<file path="config.mk">
export PLATFORM = sky130hd
export DESIGN_NAME = lector_banco
export DESIGN_NICKNAME = d
export VERILOG_FILES = /design/src/rtl/lector_banco.sv
export SDC_FILE = /design/constraint.sdc
export NUM_CORES = 1
export LEC_CHECK = 0
export CAP_MARGIN = 20
export CORE_MARGIN = 3
export CORE_UTILIZATION = 47
export CTS_BUF_LIST = sky130_fd_sc_hd__clkbuf_8
export CTS_CLUSTER_DIAMETER = 120
export CTS_CLUSTER_SIZE = 25
export DETAILED_ROUTE_END_ITERATION = 12
export PLACE_DENSITY = 0.9
export SYNTH_ARGS = -nofsm -noshare
export SYNTH_HDL_FRONTEND = slang
export SYNTH_SLANG_ARGS = --single-unit
</file>
<file path="constraint.sdc">
create_clock -name clk -period 2.6 [get_ports clk]
set_input_delay 0.26 -clock clk [delete_from_list [all_inputs] [get_ports clk]]
set_output_delay 0.26 -clock clk [all_outputs]
set_load 0.1 [all_outputs]
</file>
<file path="src/rtl/lector_banco.sv">
// lector_banco: read-side sequencer for the 16x32 register bank.
//
// It walks a register index range [start_addr .. end_addr], which wraps
// modulo 2**ADDR_W. For each index it drives the bank read address A1,
// waits one cycle for the combinational RD1 to settle, and captures the
// word. It then presents the word with its index on a valid/ready stream.
//
// Ports:
//   clk, rst_n            rising-edge clock, asynchronous active-low reset
//   start                 one-cycle scan request, ignored while busy
//   abort                 synchronous scan cancel, wins over start/handshake
//   start_addr, end_addr  scan range, sampled together with start
//   A1 / RD1              bank read address out / read data in
//   out_data, out_addr    captured word and its register index
//   out_valid, out_ready  output stream handshake
//   busy                  scan in progress
//   done                  one-cycle pulse after the last word is accepted
//   dbg_state             current FSM state (IDLE=0, READ=1, SEND=2)
//
// Handshake: a word moves when out_valid and out_ready are both 1 at a
// rising edge. While out_valid=1 and out_ready=0, out_data and out_addr
// hold. out_valid never drops without a transfer, except on abort or reset.
module lector_banco #(
  parameter int DATA_W = 32,
  parameter int ADDR_W = 4
) (
  input  logic              clk,
  input  logic              rst_n,
  input  logic              start,
  input  logic              abort,
  input  logic [ADDR_W-1:0] start_addr,
  input  logic [ADDR_W-1:0] end_addr,
  output logic [ADDR_W-1:0] A1,
  input  logic [DATA_W-1:0] RD1,
  output logic [DATA_W-1:0] out_data,
  output logic [ADDR_W-1:0] out_addr,
  output logic              out_valid,
  input  logic              out_ready,
  output logic              busy,
  output logic              done,
  output logic [1:0]        dbg_state
);

  typedef enum logic [1:0] {
    IDLE = 2'd0,
    READ = 2'd1,
    SEND = 2'd2
  } state_t;

  state_t              state, state_nxt;
  logic [ADDR_W-1:0]   end_reg, end_reg_nxt;
  logic [ADDR_W-1:0]   a1_nxt;
  logic [DATA_W-1:0]   out_data_nxt;
  logic [ADDR_W-1:0]   out_addr_nxt;
  logic                out_valid_nxt;
  logic                busy_nxt;
  logic                done_nxt;

  assign dbg_state = state;

  always_ff @(posedge clk or negedge rst_n) begin
    if (!rst_n) begin
      state     <= IDLE;
      end_reg   <= '0;
      A1        <= '0;
      out_data  <= '0;
      out_addr  <= '0;
      out_valid <= 1'b0;
      busy      <= 1'b0;
      done      <= 1'b0;
    end else begin
      state     <= state_nxt;
      end_reg   <= end_reg_nxt;
      A1        <= a1_nxt;
      out_data  <= out_data_nxt;
      out_addr  <= out_addr_nxt;
      out_valid <= out_valid_nxt;
      busy      <= busy_nxt;
      done      <= done_nxt;
    end
  end

  always_comb begin
    state_nxt     = state;
    end_reg_nxt   = end_reg;
    a1_nxt        = A1;
    out_data_nxt  = out_data;
    out_addr_nxt  = out_addr;
    out_valid_nxt = out_valid;
    busy_nxt      = busy;
    // done is a pulse. It is high for a single cycle after the IDLE entry edge.
    done_nxt      = 1'b0;

    unique case (state)
      IDLE: begin
        // Abort in IDLE has no effect, except that it blocks a
        // simultaneous start.
        if (start && !abort) begin
          a1_nxt      = start_addr;
          end_reg_nxt = end_addr;
          busy_nxt    = 1'b1;
          state_nxt   = READ;
        end
      end

      READ: begin
        if (abort) begin
          out_valid_nxt = 1'b0;
          busy_nxt      = 1'b0;
          state_nxt     = IDLE;
        end else begin
          // RD1 has had a full cycle to settle on the address driven last edge.
          out_data_nxt  = RD1;
          out_addr_nxt  = A1;
          out_valid_nxt = 1'b1;
          state_nxt     = SEND;
        end
      end

      SEND: begin
        if (abort) begin
          out_valid_nxt = 1'b0;
          busy_nxt      = 1'b0;
          state_nxt     = IDLE;
        end else if (out_valid && out_ready) begin
          out_valid_nxt = 1'b0;
          if (A1 == end_reg) begin
            busy_nxt  = 1'b0;
            done_nxt  = 1'b1;
            state_nxt = IDLE;
          end else begin
            // Natural overflow gives the modulo-2**ADDR_W wrap.
            a1_nxt    = A1 + ADDR_W'(1);
            state_nxt = READ;
          end
        end
      end

      default: begin
        out_valid_nxt = 1'b0;
        busy_nxt      = 1'b0;
        state_nxt     = IDLE;
      end
    endcase
  end

endmodule

</file>
==> qor.csv <==
stage,metric,value,unit
outcome,status,"complete, but fails checks",
outcome,failing checks,hold timing,
timing,Slew headroom,0.5592,
final_layout,ANT cells,0,
die,Core Area,4115,um^2
routing,Vias/cell,5.161,
clock_network,# H-tree levels,2,
worst_setup_path,WP data arrival,1950,ps
timing,RSZ-0062 raised after global routing,no,
clock_network,"Clk Latency, worst-skew pair",300,ps
timing,final worst-path cycle share,0.6792,
die,I/O pin count,90,
final_layout,max reg flops,32,
final_layout,Layout Cell Area excl Fill,2994,um^2
routing,total wire length,4.743,mm
worst_hold_path,min-delay worst type,in -> async,
global_route,GR Overflow Total,0,
synthesis,top_reg_cell synth,dfrtp_1,
synthesis,ys async rst share,1.000,
final_layout,share of cells above drive strength 1,0.3660,
clock_network,Root Driver,clkbuf_8,
timing,Achievable Freq,566.3,MHz
global_route,number of global-route vias before repair,1487,
die,Vert. Die Dim,72.36,um
synthesis,Yosys top cell by area,dfrtp_1,
clock_network,CTS Sinks,49,
final_layout,nets,280,
placed_design,PortBufs,89,
global_route,first-pass GRT wire length,7.334,mm
die,Initial Utilization,0.5029,
global_route,initial antenna violation count,0,
timing,WHS,-17.28,ps
worst_setup_path,R2R depth,3,
routing,wire per inst,16.64,um
timing,measured slew at the worst slew-check pin,661.2,ps
die,die width,72.36,um
synthesis,"Cell Area, Synth",2069,um^2
routing,Pre-antenna DRT Iters,4,
synthesis,top post-synthesis cells by area,"dfrtp_1, mux2_2, mux2_1",
timing,setup violators final,0,
synthesis,Synth top area share,0.5925,
die,total die area,5235,um^2
placed_design,DP Wirelength,3.641,mm
synthesis,sequential share of the synthesized area,0.5925,
worst_setup_path,CP Capture Type,flop,
worst_setup_path,WP data required,2780,ps
clock_network,Post-CTS Hold Fix Bufs,0,
placed_design,Post-DP Area,2878,um^2
clock_network,CTS tree,done,
die,# rows,23,
routing,DRC,0,
worst_setup_path,CP Launch Type,flop,
clock_network,Post-CTS Resized,0,
clock_network,post-CTS setup buffer count,0,
synthesis,Syn Area/Cell,14.57,um^2
timing,setup TNS,0,ps
timing,Slew Limit Fails,0,
synthesis,Yosys reg bits,49,
clock_network,Clock Pin Slew Worst Setup and Hold Paths,90,ps
final_layout,Top reg by flops,out_data,
synthesis,syn_nets,188,
synthesis,cell count after synthesis,142,
routing,Vias,1471,
timing,minimum clock period,1766,ps
synthesis,synth warn,0,
clock_network,Num CTS Buffers,5,
timing,Final Hold Violating Endpoints,29,
placed_design,routability cong.,0.7449,
timing,Clock Skew,7.814,ps
worst_setup_path,maximum net fanout on the critical path,36,
routing,Final ANT Viol Nets,0,
clock_network,Max Buffers Root-to-Sink,2,
routing,Iter 0 DRT Violations,64,
global_route,GRT Resource Usage Total,0.1843,
global_route,largest net degree at the start of global routing,37,
final_layout,Synth-to-Final Area Change,44.68,%
flow_run,Max-cap violations,0,
synthesis,Synth cell types,33,
worst_setup_path,Crit Path Class,reg -> reg,
synthesis,number of synthesized flops with an enable pin,0,
kinds of logic after synthesis:
group | Yosys count | share of synthesized area
compound gates | 15 | 0.05684
xor+xnor | 4 | 0.01693
fa+ha+maj | 1 | 0.006045
buf+inv | 9 | 0.02841
flops | 49 | 0.5925
mux | 42 | 0.2297
simple gates | 22 | 0.06953
placed cells by master, fill, tap and decap left out, types with 2 or more instances in the layout:
| cell | synthesis | layout |
|---|---|---|
| mux2_1 | 15 | 15 |
| xor2_1 | 4 | 4 |
| nand3_1 | 3 | 3 |
| a2bb2oi_1 | 2 | 2 |
| clkbuf_8 | 0 | 6 |
| nor2_1 | 5 | 5 |
| clkdlybuf4s50_1 | 0 | 43 |
| buf_4 | 0 | 47 |
| dfrtp_1 | 49 | 49 |
| inv_1 | 3 | 4 |
| nand2b_1 | 2 | 2 |
| nor2b_1 | 2 | 2 |
| nand2_1 | 5 | 5 |
| mux2_2 | 25 | 25 |
| a21o_1 | 2 | 2 |
| a221oi_1 | 2 | 2 |
cells in the mapped netlist (2+ instances only):
cell,n
nand3_1,3
a221oi_1,2
mux2_1,15
inv_1,3
nor2_1,5
xor2_1,4
a21o_1,2
a2bb2oi_1,2
buf_2,2
nor2b_1,2
nand2b_1,2
dfrtp_1,49
buf_6,3
nand2_1,5
mux2_2,25
worst max-delay path, cell delays in order (launching register included):
cell     delay (ps)
dfrtp_1         570
nor3b_2         240
buf_4           430
mux2_2          390
metal layers:
metal / GRT usage / vias to the layer above / share of wire
li1: - / 693 / -
met4: 0.06263 / 0 / 0.012
met2: 0.2821 / 77 / 0.45
met5: 0 / - / 0
met1: 0.2477 / 695 / 0.44
met3: 0.05956 / 6 / 0.098
final timing paths:
kind | startpoint | end | slack (ps)
min in group clk | out_data[19] | out_data[19] | 490
max in group asynchronous | rst_n | dbg_state[1] | 1890
worst min-delay path | rst_n | out_data[12] | -20
worst max-delay path | dbg_state[1] | out_data[1] | 830
worst max register to register | dbg_state[1] | out_data[1] | 830
worst min register to register | out_data[19] | out_data[19] | 490
layout make-up:
cell class	count	area [um^2]
inverter	3	11.26
clock buffer	6	82.58
clock inverter	2	33.78
tap	50	62.56
fill	287	1121
sequential	49	1226
multi-input combinational	84	789.5
timing repair buffer	91	788.3
through the flow:
step / utilization / setup WS [ps] / std cells / hold slack, ps
finish: 0.7276 / 834.0 / 285 / -17.28
global route: 0.7276 / 660.4 / 285 / 21.89
CTS: 0.7276 / 843.7 / 285 / 2.073
detailed placement: 0.6993 / 599.5 / 277 / 333.7
global placement: 0.6993 / 670.8 / 277 / 315.7
floorplan: - / 383.9 / 142 / -35.59
Power is left out: the tool's default activity adds up to more than one toggle a clock period on the data nets, which glitch-free logic cannot reach.
